**config.mk**
```make
export PLATFORM = sky130hd
export DESIGN_NAME = stream_s2mm_capture_flat
export DESIGN_NICKNAME = d
export VERILOG_FILES = /design/src/rtl/stream_s2mm_capture_if.sv /design/src/rtl/stream_s2mm_capture.sv /design/src/flat_wrapper.sv
export SDC_FILE = /design/constraint.sdc
export NUM_CORES = 1
export LEC_CHECK = 0
export ABC_CLOCK_PERIOD_IN_PS = 20600
export BUFFER_PORTS_ARGS = -buffer_cell sky130_fd_sc_hd__buf_2
export CAP_MARGIN = 10
export CORE_UTILIZATION = 45
export DETAILED_ROUTE_END_ITERATION = 16
export GPL_ROUTABILITY_DRIVEN = 0
export PLACE_DENSITY = 0.74
export REMOVE_ABC_BUFFERS = 1
export SYNTH_ARGS = -nofsm -noshare
export SYNTH_HDL_FRONTEND = slang
export SYNTH_SLANG_ARGS = --single-unit
```
**constraint.sdc**
```tcl
create_clock -name clk -period 20.6 [get_ports clk]
set_input_delay 6.18 -clock clk [delete_from_list [all_inputs] [get_ports clk]]
set_output_delay 6.18 -clock clk [all_outputs]
set_load 0.01 [all_outputs]
```
**src/rtl/stream_s2mm_capture_if.sv**
```systemverilog
// Stream-in / RAM-write-out bundle for the S2MM capture block.
// slave is the capture block's view, master the source/RAM side.
interface stream_s2mm_capture_if #(
  parameter int DATA_W = 64,
  parameter int KEEP_W = 8,
  parameter int ADDR_W = 20
);
  logic [DATA_W-1:0] s_axis_tdata;
  logic [KEEP_W-1:0] s_axis_tkeep;
  logic              s_axis_tlast;
  logic              s_axis_tvalid;
  logic              s_axis_tready;
  logic              wr_valid;
  logic              wr_ready;
  logic [ADDR_W-1:0] wr_addr;
  logic [DATA_W-1:0] wr_data;
  logic [KEEP_W-1:0] wr_strb;

  modport slave (
    input  s_axis_tdata,
    input  s_axis_tkeep,
    input  s_axis_tlast,
    input  s_axis_tvalid,
    output s_axis_tready,
    output wr_valid,
    output wr_addr,
    output wr_data,
    output wr_strb,
    input  wr_ready
  );

  modport master (
    output s_axis_tdata,
    output s_axis_tkeep,
    output s_axis_tlast,
    output s_axis_tvalid,
    input  s_axis_tready,
    input  wr_valid,
    input  wr_addr,
    input  wr_data,
    input  wr_strb,
    output wr_ready
  );
endinterface

```
**src/rtl/stream_s2mm_capture.sv**
```systemverilog
// AXI-Stream sink writing one frame of beats into a word-addressed RAM
// through a single registered write stage; checks tlast against length.
module stream_s2mm_capture #(
  parameter int DATA_W = 64,
  parameter int KEEP_W = 8,
  parameter int ADDR_W = 20
) (
  input  logic              clk,
  input  logic              reset,
  input  logic              Control_start,
  input  logic [31:0]       Frame_Len,
  input  logic [ADDR_W-1:0] Base_Addr,
  stream_s2mm_capture_if.slave bus,
  output logic              busy,
  output logic              done,
  output logic [31:0]       beat_count,
  output logic              err_early_last,
  output logic              err_no_last
);

  typedef enum logic [1:0] {
    IDLE,
    RUN,
    FLUSH,
    FIN
  } state_t;

  localparam logic [ADDR_W-1:0] ADDR_ONE = 1;

  state_t state_q;
  state_t state_d;

  logic [31:0]       len_q;
  logic [ADDR_W-1:0] ptr_q;
  logic              wvalid_q;
  logic [ADDR_W-1:0] addr_q;
  logic [DATA_W-1:0] data_q;
  logic [KEEP_W-1:0] strb_q;
  logic [31:0]       cnt_q;
  logic              early_q;
  logic              nolast_q;

  logic        start_ok;
  logic        tready;
  logic        accept;
  logic        term;
  logic        drained;
  logic [31:0] cnt_inc;

  assign cnt_inc  = cnt_q + 32'd1;
  assign start_ok = (state_q == IDLE) && Control_start;
  // Ready never looks at tvalid, so the source sees no comb loop.
  assign tready   = (state_q == RUN) && (!wvalid_q || bus.wr_ready);
  assign accept   = tready && bus.s_axis_tvalid;
  assign term     = accept && (bus.s_axis_tlast || cnt_inc == len_q);
  assign drained  = !wvalid_q || bus.wr_ready;

  always_comb begin
    state_d = state_q;
    unique case (state_q)
      IDLE: begin
        if (Control_start) begin
          state_d = (Frame_Len == 32'd0) ? FLUSH : RUN;
        end
      end
      RUN: begin
        if (term) state_d = FLUSH;
      end
      FLUSH: begin
        if (drained) state_d = FIN;
      end
      FIN: state_d = IDLE;
    endcase
  end

  always_ff @(posedge clk or posedge reset) begin
    if (reset) state_q <= IDLE;
    else       state_q <= state_d;
  end

  always_ff @(posedge clk or posedge reset) begin
    if (reset) begin
      len_q    <= '0;
      ptr_q    <= '0;
      wvalid_q <= 1'b0;
      addr_q   <= '0;
      data_q   <= '0;
      strb_q   <= '0;
      cnt_q    <= '0;
      early_q  <= 1'b0;
      nolast_q <= 1'b0;
    end else begin
      if (start_ok) begin
        len_q    <= Frame_Len;
        ptr_q    <= Base_Addr;
        cnt_q    <= '0;
        early_q  <= 1'b0;
        nolast_q <= 1'b0;
      end
      if (accept) begin
        wvalid_q <= 1'b1;
        addr_q   <= ptr_q;
        data_q   <= bus.s_axis_tdata;
        strb_q   <= bus.s_axis_tkeep;
        ptr_q    <= ptr_q + ADDR_ONE;
        cnt_q    <= cnt_inc;
        if (bus.s_axis_tlast && cnt_inc < len_q) early_q <= 1'b1;
        if (!bus.s_axis_tlast && cnt_inc == len_q) nolast_q <= 1'b1;
      end else if (wvalid_q && bus.wr_ready) begin
        wvalid_q <= 1'b0;
      end
    end
  end

  assign bus.s_axis_tready = tready;
  assign bus.wr_valid      = wvalid_q;
  assign bus.wr_addr       = addr_q;
  assign bus.wr_data       = data_q;
  assign bus.wr_strb       = strb_q;

  assign busy           = (state_q == RUN) || (state_q == FLUSH);
  assign done           = (state_q == FIN);
  assign beat_count     = cnt_q;
  assign err_early_last = early_q;
  assign err_no_last    = nolast_q;

endmodule

```
**src/flat_wrapper.sv**
```systemverilog
// flat-port wrapper written by rule: the top's interface ports become plain ports
module stream_s2mm_capture_flat 
#(
  parameter int DATA_W = 64,
  parameter int KEEP_W = 8,
  parameter int ADDR_W = 20
)
  (clk, reset, Control_start, Frame_Len, Base_Addr, busy, done, beat_count, err_early_last, err_no_last, bus_s_axis_tdata, bus_s_axis_tkeep, bus_s_axis_tlast, bus_s_axis_tvalid, bus_s_axis_tready, bus_wr_valid, bus_wr_addr, bus_wr_data, bus_wr_strb, bus_wr_ready);
  stream_s2mm_capture_if #(.DATA_W(DATA_W), .KEEP_W(KEEP_W), .ADDR_W(ADDR_W)) bus_i ();
  input  logic clk;
  input  logic reset;
  input  logic Control_start;
  input  logic [31:0] Frame_Len;
  input  logic [ADDR_W-1:0] Base_Addr;
  output logic busy;
  output logic done;
  output logic [31:0] beat_count;
  output logic err_early_last;
  output logic err_no_last;
  input wire logic [$bits(bus_i.s_axis_tdata)-1:0] bus_s_axis_tdata;
  input wire logic [$bits(bus_i.s_axis_tkeep)-1:0] bus_s_axis_tkeep;
  input wire logic [$bits(bus_i.s_axis_tlast)-1:0] bus_s_axis_tlast;
  input wire logic [$bits(bus_i.s_axis_tvalid)-1:0] bus_s_axis_tvalid;
  output wire logic [$bits(bus_i.s_axis_tready)-1:0] bus_s_axis_tready;
  output wire logic [$bits(bus_i.wr_valid)-1:0] bus_wr_valid;
  output wire logic [$bits(bus_i.wr_addr)-1:0] bus_wr_addr;
  output wire logic [$bits(bus_i.wr_data)-1:0] bus_wr_data;
  output wire logic [$bits(bus_i.wr_strb)-1:0] bus_wr_strb;
  input wire logic [$bits(bus_i.wr_ready)-1:0] bus_wr_ready;
  assign bus_i.s_axis_tdata = bus_s_axis_tdata;
  assign bus_i.s_axis_tkeep = bus_s_axis_tkeep;
  assign bus_i.s_axis_tlast = bus_s_axis_tlast;
  assign bus_i.s_axis_tvalid = bus_s_axis_tvalid;
  assign bus_s_axis_tready = bus_i.s_axis_tready;
  assign bus_wr_valid = bus_i.wr_valid;
  assign bus_wr_addr = bus_i.wr_addr;
  assign bus_wr_data = bus_i.wr_data;
  assign bus_wr_strb = bus_i.wr_strb;
  assign bus_i.wr_ready = bus_wr_ready;
  stream_s2mm_capture #(.DATA_W(DATA_W), .KEEP_W(KEEP_W), .ADDR_W(ADDR_W)) u_core (.clk(clk), .reset(reset), .Control_start(Control_start), .Frame_Len(Frame_Len), .Base_Addr(Base_Addr), .bus(bus_i), .busy(busy), .done(done), .beat_count(beat_count), .err_early_last(err_early_last), .err_no_last(err_no_last));
endmodule
```
==> key figures, run 1 <==
Run status
  – Status: complete, no violations

Clock tree
  – Hold buffers post-CTS: 0
  – CTS tree: built
  – Post-CTS Setup Bufs: 0
  – CTS Buf Count: 17
  – Post-CTS Resized: 0
  – Clock Path Buffers: 2
  – Htree depth: 4
  – Root buf cell: clkbuf_16
  – Worst skew pair latency: between 400 and 500 ps
  – Clock slew at reported path FFs: ~70 ps
  – CTS sink count: around 180

Critical path
  – Crit path capture type: output port
  – CP required: ~14000 ps
  – Setup CP Type: input pin to output port
  – Crit path launch type: input pin
  – Max FO, Critical Path: 6
  – Arrival @ worst endpoint: 6860 ps

Timing
  – Fmax: 76.7 MHz
  – Period Utilization, post-route: between 60% and 70%
  – Layout Skew: about 12 ps
  – Min Tclk post-route: 13040 ps
  – Slew HR: 34.5%
  – Fin. max-slew vios: 0
  – RSZ-0062 raised after global routing: false
  – Setup_tns: 0 ps
  – Slew @ Worst Pin: between 900 and 1000 ps
  – Setup violations, final: 0
  – Final Hold Viols: 0

Cells and area
  – Commonest non-fill, non-tap cell in the layout: nand2_1
  – Most frequent cells in the layout: 350 x nand2_1, 259 x buf_2, 181 x dfrtp_1, 62 x o21ai_0, 47 x inv_1
  – Nets: around 1400
  – Layout area overhead: 23.5%
  – Final Non-Filler Cells: ~1500
  – Share of post-route cells with drive strength above 1: about a quarter

Drt
  – Wirelength, routed: 23900 um
  – Routed WL per cell: about 16 um
  – Antenna Nets Post-Route: 0
  – Detailed Routing Iterations Pass 1: 5
  – Drt via density: 5.23
  – DR iter-0 viols: around 550
  – Drt drc: 0
  – Vias: 8001

Global routing
  – Initial antenna violation count: 4
  – First-pass GRT wire length: between 30000 and 40000 um
  – GRT Overall Usage: a little under a quarter
  – Number of global-route vias before repair: around 7500
  – GRT overflow: 0
  – Largest net degree at the start of global routing: between 100 and 150

Logic synthesis
  – Yosys reg bits: between 150 and 200
  – Cell count after synthesis: 1019
  – Async SR Flop Fraction: 100%
  – Prevailing post-synth register cell: dfrtp_1
  – Synthesis Warnings: 0
  – Mean Syn Cell Area: between 8 and 9 sq um
  – Register area share after synthesis: 50.3%
  – Post-synth cell types: 61
  – Number of flops mapped to enable cells by yosys: 0
  – Synthesized area: 9000 sq um

Floorplan
  – I/O pin cnt: 260
  – Chip Width: roughly 140 um
  – Initial core utilization: a little under half
  – Die Area: slightly above 20000 sq um
  – Die height: approximately 140 um
  – Core Area: ~20000 sq um
  – Cell Rows: ~50

Power
  – Sw Pwr: between 500 and 600 uW
  – Clock Power Share: between 20% and 30%
  – Power Dens Cells: 132 nW/um^2
  – Logic pwr share: roughly 36%
  – Int Pwr: around 910 uW
  – Net Sw Frac: around 38%
  – Part of the power in registers: about two fifths
  – VDD IR max: ~65 uV
  – Leak pwr: between 5 and 6 nW

Place
  – Hpwl dp: roughly 17000 um
  – Placed cell count: around 1500
  – Port bufs: roughly 260

Hold path
  – Hold Crit Class: register to register

Job
  – Number of max-cap violations: 0
metrics by stage:
step	worst slack (ps)	cell area (sq um)	total power [mW]	util [%]	hold slack, ps
2_1_floorplan	7860	8750	0.910	-	454
3_3_place_gp	7570	10500	1.09	53.6	452
3_5_place_dp	7550	10500	1.11	53.6	456
4_1_cts	7560	11100	1.47	56.9	475
5_1_grt	7490	11100	1.57	56.9	491
6_report	7560	11100	1.46	57.0	468
worst paths after layout:
kind	end	from	slack [ps]	depth (start not counted)
max in group asynchronous	u_core.bus.wr_data[44]	reset	13060	3
hold / removal	u_core.bus.wr_data[51]	u_core.bus.wr_data[51]	470	2
setup / recovery	bus_s_axis_tready	bus_wr_ready	7560	4
hold reg to reg	u_core.bus.wr_data[51]	u_core.bus.wr_data[51]	470	2
setup reg to reg	u_core.state_q[0]	u_core.beat_count[2]	16290	11
min in group asynchronous	u_core.bus.wr_data[17]	reset	5970	2
critical path, cell delays in order:
cell	delay, ps
buf_2	90
nand2b_1	250
and2_1	210
buf_2	130
power groups by stage:
stage,clock [mW],combinational (mW),sequential [mW]
after floorplan,0,0.298,0.612
after global placement,0,0.509,0.577
after detailed placement,0,0.531,0.579
after CTS,0.369,0.529,0.576
after global routing,0.383,0.594,0.596
final,0.362,0.525,0.577
cell type report:
class | count | area, sq um
Inverter | 48 | 185
Clock buffer | 18 | 429
Antenna cell | 4 | 10.0
Multi-Input combinational cell | 737 | 4080
Fill cell | 1780 | 8400
Timing Repair Buffer | 265 | 1340
Tap cell | 265 | 332
Clock inverter | 13 | 219
Sequential cell | 181 | 4530
logic make-up (layout without fill, tap and decap cells):
group                    Yosys count  count (layout)  share of synthesized area, %
AND/OR/NAND/NOR                  498             498                          24.8
adder cells (fa/ha/maj)           39              39                          5.42
multiplexers                       4               4                         0.459
XOR/XNOR                          30              30                          2.92
flip-flops                       181             181                          50.3
buffers and inverters            101             344                          4.77
AO/OA/AOI/OAI                    166             166                          11.3
other                              0               4                             0
per-layer routing:
| metal | track usage [%] | vias to the layer above | share of wire [%] |
|---|---|---|---|
| li1 | - | 3909 | - |
| met3 | 6.36 | 34 | 7.2 |
| met2 | 38.8 | 262 | 48 |
| met5 | 0 | - | 0.054 |
| met4 | 7.61 | 2 | 1.5 |
| met1 | 30.0 | 3794 | 43 |
cell usage after synthesis, types with 3 or more instances:
cell type	n	area, sq um
nor3_1	10	50.1
a211oi_1	12	90.1
nand2_1	350	1310
inv_1	48	180
buf_4	6	45.0
a31oi_1	9	56.3
clkbuf_1	30	113
buf_1	10	37.5
and2_1	7	43.8
a21oi_1	35	175
ha_1	39	488
nor2_1	30	113
o22ai_1	6	37.5
buf_6	3	33.8
o21ai_0	62	310
and3_1	12	75.1
o31ai_1	8	60.1
nand4_1	24	150
xor2_1	8	70.1
nor4_1	9	56.3
or3_1	6	37.5
xnor2_1	22	193
o211ai_1	3	22.5
a311oi_1	4	35.0
a21o_1	6	45.0
and4_1	10	87.6
nand2b_1	4	25.0
mux2i_1	3	30.0
buf_2	3	15.0
nand3_1	22	110
dfrtp_1	181	4530
sequential cells by signal, indices dropped and copies added (netlist names), 2 cells and up:
name / count
u_core.beat_count: 32
u_core.bus.wr_addr: 20
u_core.bus.wr_data: 64
u_core.bus.wr_strb: 8
u_core.len_q: 32
u_core.ptr_q: 20
u_core.state_q: 2
No activity file was read; power rests on OpenSTA's default activity.
==> inputs of run 2 (changes only) <==
--- a/config.mk
+++ b/config.mk
@@ -5,7 +5,7 @@
 export SDC_FILE = /design/constraint.sdc
 export NUM_CORES = 1
 export LEC_CHECK = 0
-export ABC_CLOCK_PERIOD_IN_PS = 20600
+export ABC_CLOCK_PERIOD_IN_PS = 12500
 export BUFFER_PORTS_ARGS = -buffer_cell sky130_fd_sc_hd__buf_2
 export CAP_MARGIN = 10
 export CORE_UTILIZATION = 45
==> constraint.sdc (replaced) <==
create_clock -name clk -period 12.5 [get_ports clk]
set_input_delay 3.75 -clock clk [delete_from_list [all_inputs] [get_ports clk]]
set_output_delay 3.75 -clock clk [all_outputs]
set_load 0.01 [all_outputs]
==> run 2 against run 1 <==
Effect of this change: cell count hardly changed; hold slack better by 2.0 ps; non-clock buffer count stayed put; sequential share of layout area is 0.19 points higher; critical path type unchanged.
==> key figures, run 2 (same netlist as run 1, synthesis figures left out) <==
Global routing
  – First-pass GRT wire length: 37700 um
  – Initial antenna violation count: 3
  – Largest net degree at the start of global routing: ~110
  – GRT Overall Usage: 23.6%
  – Number of global-route vias before repair: 7527
  – GRT overflow: 0

Place
  – Hpwl dp: 16800 um
  – Port bufs: roughly 260
  – Pre-CTS setup slack: roughly 4300 ps

Clock tree
  – CTS tree: built
  – Post-CTS Resized: 0
  – Root buf cell: clkbuf_16
  – CTS sink count: around 180
  – Clock slew at reported path FFs: 70 ps
  – CTS Buf Count: 17
  – Hold buffers post-CTS: 0
  – Worst skew pair latency: roughly 430 ps
  – Clock Path Buffers: 2
  – Post-CTS Setup Bufs: 0
  – Htree depth: 4

Power
  – Leak pwr: 5.84 nW
  – VDD IR max: about 110 uV
  – Final Power: about 2.4 mW
  – Power Dens Cells: roughly 210 nW/um^2

Critical path
  – Most used cell, CP: buf_2
  – Setup CP Type: input pin to output port
  – Arrival @ worst endpoint: between 4000 and 5000 ps
  – Max FO, Critical Path: 6
  – Crit path to: bus_s_axis_tready
  – Slowest Stage Delay on Critical Path: around 250 ps
  – Worst r2r src: u_core.beat_count[2]
  – CP cell instances: buf_2 > nand2b_1 > and2_1 > buf_2
  – Critical path origin: bus_wr_ready
  – Crit path buffers/inverters: 2
  – Reg2reg setup slack: just over 8000 ps
  – Levels on crit path: 4
  – R2R Path End: u_core.state_q[0]
  – CP required: around 9000 ps
  – Crit path launch type: input pin
  – R2R cell count: 11
  – CP top delay family: simple AND/OR/NAND/NOR gates
  – Crit path capture type: output port
  – Crit path max-delay cell type: nand2b_1

Cells and area
  – Commonest non-fill, non-tap cell in the layout: nand2_1
  – Most frequent cells in the layout: 350 x nand2_1, 259 x buf_2, 181 x dfrtp_1, 62 x o21ai_0, 47 x inv_1
  – Layout area overhead: 22.9%
  – Fill count: between 1500 and 2000
  – Largest register FFs: 64
  – Nets: 1419
  – Share of post-route cells with drive strength above 1: about a quarter

Timing
  – Layout Skew: 10.1 ps
  – Setup slack after layout: approximately 4300 ps
  – RSZ-0062 raised after global routing: false
  – Setup violations, final: 0
  – Setup_tns: 0 ps
  – Slew @ Worst Pin: between 900 and 1000 ps
  – Fmax: around 120 MHz
  – Period Utilization, post-route: 65.5%
  – Fin. max-slew vios: 0
  – Slew HR: 35.0%
  – Final Hold Viols: 0
  – Min Tclk post-route: 8180 ps

Drt
  – Antenna Nets Post-Route: 0
  – Wirelength, routed: approximately 24000 um
  – Vias: approximately 8000
  – Detailed Routing Iterations Pass 1: 6
  – Drt drc: 0
  – Drt via density: 5.20
  – Routed WL per cell: roughly 16 um
  – DR iter-0 viols: about 430

Run status
  – Status: complete, no violations

Floorplan
  – Chip Width: ~140 um
  – I/O pin cnt: 260
  – Cell Rows: 51
  – Initial core utilization: between 40 and 50%
  – Die Area: 20600 sq um
  – Core Area: 19500 sq um
  – Die height: between 100 and 150 um

Job
  – Number of max-cap violations: 0

Hold path
  – Hold Crit Class: register to register
run 2: power by group:
part           total [mW]  switching, mW  internal (mW)
sequential          0.952          0.138          0.814
combinational       0.864          0.537          0.327
clock               0.547          0.256          0.291
run 2: how the worst min path moves through the flow:
stage                            from                      to  depth (start not counted)
3_5_place_dp   u_core.bus.wr_data[39]  u_core.bus.wr_data[39]                          2
6_report       u_core.bus.wr_data[39]  u_core.bus.wr_data[39]                          2
4_1_cts        u_core.bus.wr_data[39]  u_core.bus.wr_data[39]                          2
5_1_grt        u_core.bus.wr_data[39]  u_core.bus.wr_data[39]                          2
2_1_floorplan        u_core.ptr_q[12]  u_core.bus.wr_addr[12]                          2
3_3_place_gp    u_core.bus.wr_data[8]   u_core.bus.wr_data[8]                          2
run 2: worst min-delay path: cells and delay by family, from the launching register on:
family        cells  cell delay (ps)
flops             1              340
simple gates      2              100
run 2: layer usage:
layer / GRT usage [%] / vias up / part of all wire (%)
met1: 30.9 / 3763 / 43
met5: 0 / - / 0.046
met3: 5.40 / 30 / 6.8
met2: 37.9 / 263 / 48
li1: - / 3900 / -
met4: 8.96 / 2 / 2.1
run 2: final cells by class:
class / instances / area [sq um] / share of cell area, %
repair buffers: 265 / 1340 / 12.1
clock inverters: 14 / 161 / 1.46
clock buffers: 18 / 439 / 3.97
well taps: 265 / 332 / 3.00
inverters: 48 / 185 / 1.67
multi-input cells: 737 / 4080 / 36.8
flip-flops and latches: 181 / 4530 / 40.9
diodes: 2 / 5.00 / 0.0452
run 2: per-stage QoR:
| stage | hold slack (ps) | area [sq um] | utilization [%] | std cells |
|---|---|---|---|---|
| floorplan | 454 | 8750 | - | 966 |
| global placement | 452 | 10500 | 53.6 | 1496 |
| detailed placement | 457 | 10500 | 53.6 | 1496 |
| CTS | 474 | 11100 | 56.7 | 1528 |
| global route | 482 | 11100 | 56.7 | 1529 |
| finish | 470 | 11100 | 56.7 | 1530 |
